## config.mk

```make
export PLATFORM = sky130hd
export DESIGN_NAME = if_fetch_unit_flat
export DESIGN_NICKNAME = d
export VERILOG_FILES = /design/src/rtl/if_fetch_unit_if.sv /design/src/rtl/if_fetch_unit.sv /design/src/flat_wrapper.sv
export SDC_FILE = /design/constraint.sdc
export NUM_CORES = 1
export LEC_CHECK = 0
export ABC_AREA = 1
export CAP_MARGIN = 15
export CORE_UTILIZATION = 49
export DETAILED_ROUTE_END_ITERATION = 8
export GPL_ROUTABILITY_DRIVEN = 0
export PLACE_DENSITY = 0.8
export SLEW_MARGIN = 15
export SYNTH_ARGS = -nofsm -noshare
export SYNTH_HDL_FRONTEND = slang
export SYNTH_SLANG_ARGS = --single-unit
```

## constraint.sdc

```tcl
create_clock -name clk -period 2 [get_ports clk]
set_input_delay 0.4 -clock clk [delete_from_list [all_inputs] [get_ports clk]]
set_output_delay 0.4 -clock clk [all_outputs]
set_load 0.01 [all_outputs]
```

## src/rtl/if_fetch_unit_if.sv

```systemverilog
// Instruction-memory request/response channel between the fetch stage and
// instruction memory.
//   master (fetch unit): drives imem_req_valid/imem_req_addr and
//                        samples imem_req_ready, imem_rsp_valid and imem_rsp_data
//   slave  (memory)    : the mirror image of master
// The memory returns exactly one response per accepted request, at least
// one cycle after acceptance.
interface if_fetch_unit_if #(
    parameter int CPU_BUS_SIZE = 32
);
    logic                    imem_req_valid;
    logic                    imem_req_ready;
    logic [CPU_BUS_SIZE-1:0] imem_req_addr;
    logic                    imem_rsp_valid;
    logic [CPU_BUS_SIZE-1:0] imem_rsp_data;

    modport master (
        output imem_req_valid, imem_req_addr,
        input  imem_req_ready, imem_rsp_valid, imem_rsp_data
    );

    modport slave (
        input  imem_req_valid, imem_req_addr,
        output imem_req_ready, imem_rsp_valid, imem_rsp_data
    );
endinterface

```

## src/rtl/if_fetch_unit.sv

```systemverilog
// Instruction-fetch stage.
// It issues one instruction-memory read per PC, with at most one request
// outstanding, and captures the returned word into the IF/ID register.
// It handles load-use stalls with a 1-entry buffer. On a branch or jump
// redirect it discards wrong-path responses.
// Ports:
//   clk, rst_n        clock; asynchronous active-low reset
//   pc                current PC from the PC-select register
//   hazard_stall      hold IF/ID and block new fetches
//   flush             redirect taken this cycle
//   if_id_pc_write    PC register load enable
//   pc_plus_4_wire    pc + 4 (combinational)
//   imem              request/response channel (master side)
//   if_id_instr / if_id_pc_plus_4 / if_id_valid   IF/ID pipeline register
module if_fetch_unit #(
    parameter int                      CPU_BUS_SIZE = 32,
    parameter logic [CPU_BUS_SIZE-1:0] NOP_INSTR    = '0
) (
    input  logic                    clk,
    input  logic                    rst_n,
    input  logic [CPU_BUS_SIZE-1:0] pc,
    input  logic                    hazard_stall,
    input  logic                    flush,
    output logic                    if_id_pc_write,
    output logic [CPU_BUS_SIZE-1:0] pc_plus_4_wire,
    if_fetch_unit_if.master         imem,
    output logic [CPU_BUS_SIZE-1:0] if_id_instr,
    output logic [CPU_BUS_SIZE-1:0] if_id_pc_plus_4,
    output logic                    if_id_valid
);
    // REQ : may issue; WAIT: request in flight; HOLD: response parked by stall;
    // DROP: request in flight whose response belongs to the wrong path.
    typedef enum logic [1:0] {S_REQ, S_WAIT, S_HOLD, S_DROP} state_t;

    state_t                  r_state, w_state_nxt;
    logic [CPU_BUS_SIZE-1:0] r_req_pc4;
    logic [CPU_BUS_SIZE-1:0] r_buf_instr, r_buf_pc4;
    logic [CPU_BUS_SIZE-1:0] r_if_instr, r_if_pc4;
    logic                    r_if_valid;

    logic [CPU_BUS_SIZE-1:0] w_pc_plus_4;
    logic                    w_req_valid;
    logic                    w_accept;
    logic                    w_rsp_load;
    logic                    w_buf_load;
    logic                    w_buf_store;

    assign w_pc_plus_4    = pc + CPU_BUS_SIZE'(4);
    assign pc_plus_4_wire = w_pc_plus_4;

    assign imem.imem_req_addr  = pc;
    assign imem.imem_req_valid = w_req_valid;
    assign w_accept            = w_req_valid & imem.imem_req_ready;

    // A redirect always reloads the PC. Otherwise the PC advances only when a
    // fetch is accepted, so the address stays stable while ready is low.
    assign if_id_pc_write = rst_n & (flush | w_accept);

    always_comb begin
        w_state_nxt = r_state;
        w_req_valid = 1'b0;
        w_rsp_load  = 1'b0;
        w_buf_load  = 1'b0;
        w_buf_store = 1'b0;
        case (r_state)
            S_REQ: begin
                // Gating by flush keeps a redirect from fetching the old PC.
                // A response arriving here is spurious (e.g. from before reset)
                // and is ignored.
                w_req_valid = rst_n & ~flush & ~hazard_stall;
                if (w_req_valid && imem.imem_req_ready) w_state_nxt = S_WAIT;
            end
            S_WAIT: begin
                if (imem.imem_rsp_valid) begin
                    if (flush) begin
                        w_state_nxt = S_REQ;
                    end else if (hazard_stall) begin
                        w_buf_store = 1'b1;
                        w_state_nxt = S_HOLD;
                    end else begin
                        w_rsp_load  = 1'b1;
                        w_state_nxt = S_REQ;
                    end
                end else if (flush) begin
                    w_state_nxt = S_DROP;
                end
            end
            S_HOLD: begin
                if (flush) begin
                    w_state_nxt = S_REQ;
                end else if (!hazard_stall) begin
                    w_buf_load  = 1'b1;
                    w_state_nxt = S_REQ;
                end
            end
            S_DROP: begin
                if (imem.imem_rsp_valid) w_state_nxt = S_REQ;
            end
            default: w_state_nxt = S_REQ;
        endcase
    end

    always_ff @(posedge clk or negedge rst_n) begin
        if (!rst_n) begin
            r_state     <= S_REQ;
            r_req_pc4   <= '0;
            r_buf_instr <= NOP_INSTR;
            r_buf_pc4   <= '0;
            r_if_instr  <= NOP_INSTR;
            r_if_pc4    <= '0;
            r_if_valid  <= 1'b0;
        end else begin
            r_state <= w_state_nxt;
            if (w_accept) r_req_pc4 <= w_pc_plus_4;
            if (w_buf_store) begin
                r_buf_instr <= imem.imem_rsp_data;
                r_buf_pc4   <= r_req_pc4;
            end
            // IF/ID priority: flush > stall > load > bubble.
            if (flush) begin
                r_if_instr <= NOP_INSTR;
                r_if_pc4   <= '0;
                r_if_valid <= 1'b0;
            end else if (hazard_stall) begin
                r_if_instr <= r_if_instr;
                r_if_pc4   <= r_if_pc4;
                r_if_valid <= r_if_valid;
            end else if (w_rsp_load) begin
                r_if_instr <= imem.imem_rsp_data;
                r_if_pc4   <= r_req_pc4;
                r_if_valid <= 1'b1;
            end else if (w_buf_load) begin
                r_if_instr <= r_buf_instr;
                r_if_pc4   <= r_buf_pc4;
                r_if_valid <= 1'b1;
            end else begin
                r_if_instr <= NOP_INSTR;
                r_if_pc4   <= '0;
                r_if_valid <= 1'b0;
            end
        end
    end

    assign if_id_instr     = r_if_instr;
    assign if_id_pc_plus_4 = r_if_pc4;
    assign if_id_valid     = r_if_valid;
endmodule

```

## src/flat_wrapper.sv

```systemverilog
// flat-port wrapper written by rule: the top's interface ports become plain ports
module if_fetch_unit_flat 
#(
    parameter int                      CPU_BUS_SIZE = 32,
    parameter logic [CPU_BUS_SIZE-1:0] NOP_INSTR    = '0
)
  (clk, rst_n, pc, hazard_stall, flush, if_id_pc_write, pc_plus_4_wire, if_id_instr, if_id_pc_plus_4, if_id_valid, imem_imem_req_valid, imem_imem_req_addr, imem_imem_req_ready, imem_imem_rsp_valid, imem_imem_rsp_data);
  if_fetch_unit_if #(.CPU_BUS_SIZE(CPU_BUS_SIZE)) imem_i ();
  input  logic clk;
  input  logic rst_n;
  input  logic [CPU_BUS_SIZE-1:0] pc;
  input  logic hazard_stall;
  input  logic flush;
  output logic if_id_pc_write;
  output logic [CPU_BUS_SIZE-1:0] pc_plus_4_wire;
  output logic [CPU_BUS_SIZE-1:0] if_id_instr;
  output logic [CPU_BUS_SIZE-1:0] if_id_pc_plus_4;
  output logic if_id_valid;
  output wire logic [$bits(imem_i.imem_req_valid)-1:0] imem_imem_req_valid;
  output wire logic [$bits(imem_i.imem_req_addr)-1:0] imem_imem_req_addr;
  input wire logic [$bits(imem_i.imem_req_ready)-1:0] imem_imem_req_ready;
  input wire logic [$bits(imem_i.imem_rsp_valid)-1:0] imem_imem_rsp_valid;
  input wire logic [$bits(imem_i.imem_rsp_data)-1:0] imem_imem_rsp_data;
  assign imem_imem_req_valid = imem_i.imem_req_valid;
  assign imem_imem_req_addr = imem_i.imem_req_addr;
  assign imem_i.imem_req_ready = imem_imem_req_ready;
  assign imem_i.imem_rsp_valid = imem_imem_rsp_valid;
  assign imem_i.imem_rsp_data = imem_imem_rsp_data;
  if_fetch_unit #(.CPU_BUS_SIZE(CPU_BUS_SIZE), .NOP_INSTR(NOP_INSTR)) u_core (.clk(clk), .rst_n(rst_n), .pc(pc), .hazard_stall(hazard_stall), .flush(flush), .if_id_pc_write(if_id_pc_write), .pc_plus_4_wire(pc_plus_4_wire), .imem(imem_i), .if_id_instr(if_id_instr), .if_id_pc_plus_4(if_id_pc_plus_4), .if_id_valid(if_id_valid));
endmodule
```

==> results.cfg, run 1 <==
[layout]
num_antenna_cells = 0
drive_gt1_share_pct = 22.9
fin_util_pct = 73.5
final_area_sq_um = 11200
final_cells = 1405
fin_nets = 1252
area_delta_synth_final_pct = 46.0

[global_routing]
grt_pass1_wl_um = 33300
grt_max_degree = 137
antenna_found_initial = 0
track_usage_pct = 26.4
grt_pass1_vias = 6929
grt-ovfl-total = 0

[detailed_routing]
drtIter0Drc = 439
drc = 0
antenna_left = 0
vias = 7042
wl_per_cell_um = 14.7
firstDrtPassIters = 6
vias_per_cell = 5.01
wl_um = 20600

[die]
coreArea_sq_um = 15300
io_pins = 201
dieWidth_um = 127
start_util_pct = 50.3
chipHeight_um = 127
row_count = 45
die_area_sq_um = 16200

[synthesis]
synth_fp_nets = 981
ys.flop_type = dfrtp_1
syn_area_per_cell_sq_um = 8.44
yosysMostFrequentCell = nand2_1
synth.top_cells.by_count = nand2_1 (345), dfrtp_1 (163), inv_1 (89)
synth_async_sr_flop_share_pct = 100
synth_edf_count = 0
ys_seq_area_share_pct = 53.1
ys_ff_latch = 163
yosysTopAreaCell = dfrtp_1
synth.distinct_cells = 27
synth_area_sq_um = 7680
synth.top_cell.area_share_pct = 53.1
synthCells = 910
synth.area.top_cells = dfrtp_1 (53%), nand2_1 (17%), o211ai_1 (6.4%)
yosysWarnings = 0

[timing]
relSlewSlack_pct = 52.5
hold_viol = 0
fin_worst_skew_ns = 0.0100
rsz0062_at_grt = yes
slew_viol_final = 0
hold_ws_ns = 0.121
fin_crit_ns = 1.99
fmax_mhz = 503
final.period_utilization_pct = 99.5
setup_viol = 0
worst_pin_slew_ns = 0.712

[power]
pwr_density_cell_nw_per_um2 = 981
leakage_nw = 5.37
irDropWorstVdd_uv = 581
total_power_mw = 11.0

[worst_setup_path]
cp_max_fo = 3
crit_top_cell = clkdlybuf4s50_1
cp.buffers_inverters = 3
crit_path_start_kind = input port
slowest_delay_ns = 0.53
cp.required_ns = 1.60
path_class = input port to output port
slowest_stage = clkdlybuf4s50_1
crit_family = buffers and inverters
worstPathArrival_ns = 1.59
crit_path_end_kind = output port
crit_chain = clkdlybuf4s50_1, buf_4, clkdlybuf4s50_1

[placement]
post_dp_cell_area_sq_um = 10300
detailed_place_hpwl_um = 13500
port-buffer-count = 200
dp_cells = 1346

[worst_hold_path]
hold_class = input port to asynchronous set/reset pin

[clock_network]
insertion_delay_ns = 0.42
numClockSinks = 163
h-tree-depth = 4
cts_tree = done
clockRootBuffer = clkbuf_16
numCtsBuffers = 17
cts_buffer_depth = 2
clk_pin_slew_worst_paths_ns = 0.06

[flow_run]
drv_cap = 0

[status]
status = completed
-- per-layer routing --
layer  part of all wire, %  routed length, um  GRT usage (%)
met1                    42               8670           32.2
met2                    49              10100           45.2
met3                   6.2               1270           5.99
met4                   2.5                506           11.3
met5                     0                  0              0
-- layout make-up --
cell class                 count  area [sq um]
clock buffer                  19           453
clock inverter                13           180
fill                        1117          4040
inverter                      91           342
multi-input combinational    582          3010
sequential                   163          4080
tap                          211           264
timing repair buffer         326          2880
-- timing repair --
item / 4_1_cts / 5_1_grt
hold buffers: 1 / 0
endpoints found under the setup margin: 40 / 26
hold endpoints to repair: 27 / 0
pin swaps: 33 / 21
buffers inserted: 22 / 4
gates resized for setup: 186 / 56
-- stage by stage --
step / setup WS, ns / setup TNS (ns)
5_1_grt: -0.0345 / -0.101
2_1_floorplan: 0.310 / 0
6_report: 0.0103 / 0
3_3_place_gp: -0.784 / -20.77
4_1_cts: 0.00143 / 0
3_5_place_dp: -0.803 / -22.42
-- worst paths after layout --
kind,cells past startpoint,slack (ns),from,end
hold reg to reg,2,0.48,u_core.r_req_pc4[21]$_DFFE_PN0P_,u_core.r_req_pc4[21]$_DFFE_PN0P_
setup reg to reg,6,0.47,u_core.r_state[0]$_DFFE_PN0P_,u_core.r_req_pc4[19]$_DFFE_PN0P_
setup / recovery,3,0.01,pc[31],imem_imem_req_addr[31]
min in group clk,5,0.43,pc[2],u_core.r_req_pc4[3]$_DFFE_PN0P_
hold / removal,2,0.12,rst_n,u_core.if_id_pc_plus_4[4]$_DFFE_PN0P_
max in group asynchronous,3,1.20,rst_n,u_core.r_buf_pc4[23]$_DFFE_PN0P_
-- layout by cell type, fill, tap and decap left out, types with 10 or more instances in the layout --
| cell type | n |
|---|---|
| clkdlybuf4s50_1 | 140 |
| dlygate4sd2_1 | 11 |
| buf_6 | 10 |
| nand2_1 | 327 |
| nor2_2 | 14 |
| nand2_2 | 17 |
| dfrtp_1 | 163 |
| buf_4 | 114 |
| inv_1 | 87 |
| o21ai_1 | 32 |
| nor2_4 | 16 |
| clkbuf_16 | 17 |
| buf_2 | 18 |
| clkbuf_2 | 17 |
| o21ai_0 | 45 |
| nand3_1 | 12 |
| o211ai_1 | 65 |
| nor2_1 | 15 |
-- registers in the layout, summed over array words and instances, names as in the netlist --
register	flops
u_core.r_buf_pc4	32
u_core.if_id_instr	32
u_core.if_id_valid	1
u_core.if_id_pc_plus_4	32
u_core.r_req_pc4	32
u_core.r_state	2
u_core.r_buf_instr	32
-- power by group --
group / total, mW / switching, mW / internal [mW]
logic: 2.63 / 1.42 / 1.21
clock network: 3.44 / 1.28 / 2.15
registers: 4.93 / 0.559 / 4.37
total: 11.0 / 3.27 / 7.73
-- worst reg2reg max path, stage by stage (launching register included) --
cell and delay, ns:
dfrtp_1 0.42, nor2_2 0.12, inv_1 0.10, nor2_4 0.13, buf_4 0.39, nand3_1 0.19
o21ai_0 0.11
-- kinds of logic (layout without fill, tap and decap cells) --
logic type / Yosys count / count (layout) / synth area share, %
flops: 163 / 163 / 53.1
xor+xnor: 15 / 15 / 2.10
simple gates: 422 / 422 / 22.7
fa+ha+maj: 1 / 1 / 0.163
compound gates: 144 / 144 / 11.6
buf+inv: 165 / 449 / 10.4
Power figures use the tool's default switching activity.
==> run 2: changes to the inputs <==
--- a/config.mk
+++ b/config.mk
@@ -10,6 +10,7 @@
 export CORE_UTILIZATION = 49
 export DETAILED_ROUTE_END_ITERATION = 8
 export GPL_ROUTABILITY_DRIVEN = 0
+export GPL_TIMING_DRIVEN = 0
 export PLACE_DENSITY = 0.8
 export SLEW_MARGIN = 15
 export SYNTH_ARGS = -nofsm -noshare
==> constraint.sdc (replaced) <==
create_clock -name clk -period 2 [get_ports clk]
set_input_delay 0.3 -clock clk [delete_from_list [all_inputs] [get_ports clk]]
set_output_delay 0.3 -clock clk [all_outputs]
set_load 0.01 [all_outputs]
==> results.cfg, run 2 (same netlist as run 1, synthesis figures left out) <==
[status]
status = complete, but fails checks
violations = negative hold slack

[power]
power.share.switching_pct = 30.7
irDropWorstVdd_uv = 678
pwr_density_cell_nw_per_um2 = 1020
p_seq_share_pct = 44.8
leakage_nw = 5.14
internal_power_mw = 7.61
power.clock.fraction_pct = 30.7
p_switching_mw = 3.38
pwr-share-comb_pct = 24.5

[detailed_routing]
drtIter0Drc = 408
antenna_left = 0
vias = 6845
wl_per_cell_um = 14.2
vias_per_cell = 4.97
wl_um = 19500
drc = 0
firstDrtPassIters = 6

[worst_setup_path]
slowest_delay_ns = 0.27
crit_path_end_kind = output port
worstPathArrival_ns = 1.66
r2r-start = u_core.r_state[0]$_DFFE_PN0P_
crit_path_start_kind = input port
crit_top_cell = nor2_4
cp.required_ns = 1.70
path_class = input port to output port
slowest_stage = dlygate4sd2_1
crit_chain = clkdlybuf4s15_2, nand2_2, nor2_4, nand2_1, nor2_4, buf_4, nand3_1, and2_4, dlygate4sd2_1
cp_max_fo = 4
cp-startpoint = pc[13]

[timing]
fin_worst_skew_ns = 0.00757
tns_ns = 0
slew_viol_final = 0
worst_pin_slew_ns = 0.504
fmax_mhz = 509
setup_viol = 0
hold_ws_ns = -0.225
fin_ws_ns = 0.0371
fin_crit_ns = 1.96
final.period_utilization_pct = 98.1
hold_viol = 78
relSlewSlack_pct = 66.4

[global_routing]
grt_pass1_vias = 6758
track_usage_pct = 25.2
antenna_found_initial = 0
grt_max_degree = 86
grt_pass1_wl_um = 32100
grt-ovfl-total = 0

[clock_network]
numClockSinks = 163
cts_tree = done
clk_pin_slew_worst_paths_ns = 0.06
h-tree-depth = 4
cts_buffer_depth = 2
clockRootBuffer = clkbuf_16
numCtsBuffers = 17
insertion_delay_ns = 0.42

[placement]
dp_cells = 1322
pre_cts_ws_ns = -0.733
detailed_place_hpwl_um = 13800
port-buffer-count = 200

[die]
dieWidth_um = 127
chipHeight_um = 127
coreArea_sq_um = 15300
io_pins = 201
die_area_sq_um = 16200
start_util_pct = 50.3
row_count = 45

[layout]
fillers = 1162
layout_common_cells = nand2_1 (339), dfrtp_1 (163), clkdlybuf4s50_1 (141)
num_antenna_cells = 0
mostFrequentLayoutCell = nand2_1
final_cells = 1377
drive_gt1_share_pct = 18.2
area_delta_synth_final_pct = 40.3
fin_nets = 1224

[flow_run]
drv_cap = 0

[worst_hold_path]
hold_class = input port to asynchronous set/reset pin
[run 2: changes by cell type in the layout (fill, tap and decap cells not counted), moves of 4 or more]
cell	before	now
buf_4	114	59
buf_2	18	39
nand2_1	327	339
nand2_2	17	7
buf_6	10	2
dlygate4sd2_1	11	19
clkbuf_1	0	7
buf_12	7	1
inv_6	2	8
clkdlybuf4s15_2	3	8
nor2_1	15	20
clkinv_2	4	0
[run 2: metal layers]
metal / wire (um) / track usage, % / up-vias / share of wire, %
li1: - / - / 3332 / -
met1: 8520 / 32.7 / 3208 / 44
met2: 9380 / 41.8 / 268 / 48
met3: 1120 / 4.15 / 37 / 5.7
met4: 518 / 11.1 / 0 / 2.7
met5: 0 / 0 / - / 0
[run 2: worst max-delay path, delay by kind of cell]
kind                   cells  cell delay (ns)
buffers and inverters      3             0.64
and+or+nand+nor            6             0.71
[run 2: final timing paths]
| check | slack [ns] | cells after the start | to |
|---|---|---|---|
| hold / removal | -0.22 | 1 | u_core.r_req_pc4[8]$_DFFE_PN0P_ |
| min in group clk | 0.26 | 4 | u_core.r_req_pc4[5]$_DFFE_PN0P_ |
| setup / recovery | 0.04 | 9 | pc_plus_4_wire[23] |
| setup reg to reg | 0.28 | 8 | u_core.r_buf_instr[3]$_DFFE_PN0P_ |
| max in group asynchronous | 1.45 | 2 | u_core.r_buf_instr[22]$_DFFE_PN0P_ |
| hold reg to reg | 0.48 | 2 | u_core.r_req_pc4[25]$_DFFE_PN0P_ |
[run 2: final cells by class]
class | instances | area (sq um) | area share (%)
plain buffers | 73 | 449 | 4.17
clock buffers | 17 | 425 | 3.95
inverters | 91 | 347 | 3.22
multi-input cells | 582 | 2940 | 27.2
well taps | 211 | 264 | 2.45
flip-flops and latches | 163 | 4080 | 37.8
clock inverters | 15 | 194 | 1.80
repair buffers | 225 | 2080 | 19.3
[run 2: power by group through the flow]
| stage | Combinational [mW] | Clock, mW | Sequential [mW] |
|---|---|---|---|
| after global placement | 2.42 | 0 | 4.92 |
| after floorplan | 1.42 | 0 | 4.90 |
| after global routing | 3.02 | 3.56 | 5.05 |
| final | 2.69 | 3.38 | 4.92 |
| after CTS | 2.65 | 3.43 | 4.90 |
| after detailed placement | 2.51 | 0 | 4.95 |
[run 2: stage by stage]
step	utilization, %	total power, mW	area, sq um
floorplan	-	6.32	7680
global placement	65.2	7.34	9950
detailed placement	65.4	7.46	9980
CTS	70.8	11.0	10800
global route	70.6	11.6	10800
finish	70.6	11.0	10800
[run 2: timing repair]
item | CTS | global route
endpoints found under the setup margin | 30 | 25
pin swaps | 15 | 12
gates resized for setup | 126 | 55
setup buffers | 20 | 4
hold endpoints to repair | 78 | 78
==> run 3: changes to the inputs <==
--- a/config.mk
+++ b/config.mk
@@ -7,11 +7,13 @@
 export LEC_CHECK = 0
 export ABC_AREA = 1
 export CAP_MARGIN = 15
-export CORE_UTILIZATION = 49
+export CELL_PAD_IN_SITES_DETAIL_PLACEMENT = 0
+export CELL_PAD_IN_SITES_GLOBAL_PLACEMENT = 1
+export CORE_UTILIZATION = 36
 export DETAILED_ROUTE_END_ITERATION = 8
 export GPL_ROUTABILITY_DRIVEN = 0
 export GPL_TIMING_DRIVEN = 0
-export PLACE_DENSITY = 0.8
+export PLACE_DENSITY_LB_ADDON = 0.1
 export SLEW_MARGIN = 15
 export SYNTH_ARGS = -nofsm -noshare
 export SYNTH_HDL_FRONTEND = slang
==> constraint.sdc (replaced) <==
create_clock -name clk -period 2.25 [get_ports clk]
set_input_delay 0.3375 -clock clk [delete_from_list [all_inputs] [get_ports clk]]
set_output_delay 0.3375 -clock clk [all_outputs]
set_load 0.01 [all_outputs]
==> results.cfg, run 3 (same netlist as run 1, synthesis figures left out) <==
[status]
status = complete, but fails checks
violations = negative hold slack

[layout]
fillers = 2105
area_delta_synth_final_pct = 40.0
layout_common_cells = nand2_1 (342), dfrtp_1 (163), clkdlybuf4s50_1 (147)
num_antenna_cells = 0
drive_gt1_share_pct = 14.3
final_area_sq_um = 10800
mostFrequentLayoutCell = nand2_1
fin_util_pct = 51.3
multi_input_area_sq_um = 2880
fin_nets = 1216
ff_latch_area_sq_um = 4080

[timing]
fin_crit_ns = 2.19
fin_ws_ns = 0.0630
fin_worst_skew_ns = 0.00739
hold_ws_ns = -0.187
tns_ns = 0
worst_pin_slew_ns = 0.486
hold_viol = 82
relSlewSlack_pct = 67.6
fmax_mhz = 457
setup_viol = 0
final.period_utilization_pct = 97.2
slew_viol_final = 0

[worst_setup_path]
crit_path_end_kind = output port
cp_max_fo = 4
slowest_stage = clkdlybuf4s50_1
r2r-start = u_core.r_state[0]$_DFFE_PN0P_
path_class = input port to output port
crit_path_start_kind = input port
cp.required_ns = 1.91
cp-startpoint = pc[7]
worstPathArrival_ns = 1.85
crit_chain = dlygate4sd2_1, nand2_1, nor2_2, nand2_4, xnor2_1, clkdlybuf4s50_1
slowest_delay_ns = 0.59

[global_routing]
grt_pass1_wl_um = 33300
grt_pass1_vias = 6535
antenna_found_initial = 0
track_usage_pct = 19.4
grt-ovfl-total = 0
grt_max_degree = 86

[clock_network]
numCtsBuffers = 17
h-tree-depth = 4
clk_pin_slew_worst_paths_ns = 0.07
cts_buffer_depth = 2
insertion_delay_ns = 0.42
cts_tree = done
numClockSinks = 163
clockRootBuffer = clkbuf_16

[detailed_routing]
drtIter0Drc = 305
firstDrtPassIters = 7
drc = 0
vias = 6486
vias_per_cell = 4.53
wl_um = 20200
antenna_left = 0
wl_per_cell_um = 14.1

[die]
chipHeight_um = 148
coreArea_sq_um = 21000
dieWidth_um = 148
row_count = 53
start_util_pct = 36.7
io_pins = 201
die_area_sq_um = 21900

[worst_hold_path]
hold_class = input port to asynchronous set/reset pin

[flow_run]
drv_cap = 0

[placement]
port-buffer-count = 200
detailed_place_hpwl_um = 14700
post_dp_cell_area_sq_um = 10100
pre_cts_ws_ns = -0.669

[power]
pwr_density_cell_nw_per_um2 = 873
leakage_nw = 5.09
irDropWorstVdd_uv = 431
total_power_mw = 9.39
[run 3: per-stage QoR]
stage	cells	hold slack (ns)
2_1_floorplan	910	0.0419
3_3_place_gp	1385	0.463
3_5_place_dp	1386	0.379
4_1_cts	1429	-0.152
5_1_grt	1433	-0.142
6_report	1433	-0.187
[run 3: power by group]
group	total (mW)	leakage [nW]	internal (mW)	switching, mW
Clock	2.84	0.279	1.65	1.19
Sequential	4.36	2.14	3.88	0.477
Combinational	2.19	2.67	0.993	1.20
[run 3: final timing paths]
| check | cells past startpoint | endpoint | slack (ns) |
|---|---|---|---|
| max reg2reg | 6 | u_core.r_buf_instr[6]$_DFFE_PN0P_ | 0.71 |
| min | 1 | u_core.if_id_instr[26]$_DFFE_PN0P_ | -0.19 |
| max in group asynchronous | 2 | u_core.r_req_pc4[31]$_DFFE_PN0P_ | 1.67 |
| max | 6 | pc_plus_4_wire[9] | 0.06 |
| min reg2reg | 2 | u_core.r_req_pc4[26]$_DFFE_PN0P_ | 0.48 |
| min in group clk | 4 | u_core.r_req_pc4[11]$_DFFE_PN0P_ | 0.29 |
[run 3: routing by layer]
| metal | vias to the layer above | share of wire (%) | GRT usage [%] | routed length [um] |
|---|---|---|---|---|
| met5 | - | 0 | 0 | 0 |
| li1 | 3323 | - | - | - |
| met3 | 19 | 5.3 | 4.17 | 1080 |
| met2 | 171 | 45 | 29.9 | 9030 |
| met1 | 2973 | 48 | 27.3 | 9800 |
| met4 | 0 | 1.5 | 5.52 | 308 |
[run 3: timing repair]
| action | 4_1_cts | 5_1_grt |
|---|---|---|
| gates cloned | 0 | 0 |
| resized for setup | 80 | 22 |
| endpoints found under the setup margin | 28 | 15 |
| endpoints found under the hold margin | 82 | 82 |
| setup buffers | 12 | 4 |
| pin swaps | 13 | 6 |
[run 3: cell type report]
cell class	count	area share, %
Sequential cell	163	37.9
Buffer	73	4.18
Clock inverter	13	1.40
Multi-Input combinational cell	582	26.7
Timing Repair Buffer	217	19.3
Inverter	91	3.20
Clock buffer	19	4.03
Tap cell	275	3.20
[run 3: worst max-delay path, delay by kind of cell]
kind	cells	cell delay [ns]
buffers and inverters	2	0.87
xor gates and xnor gates	1	0.26
and+or+nand+nor	3	0.37
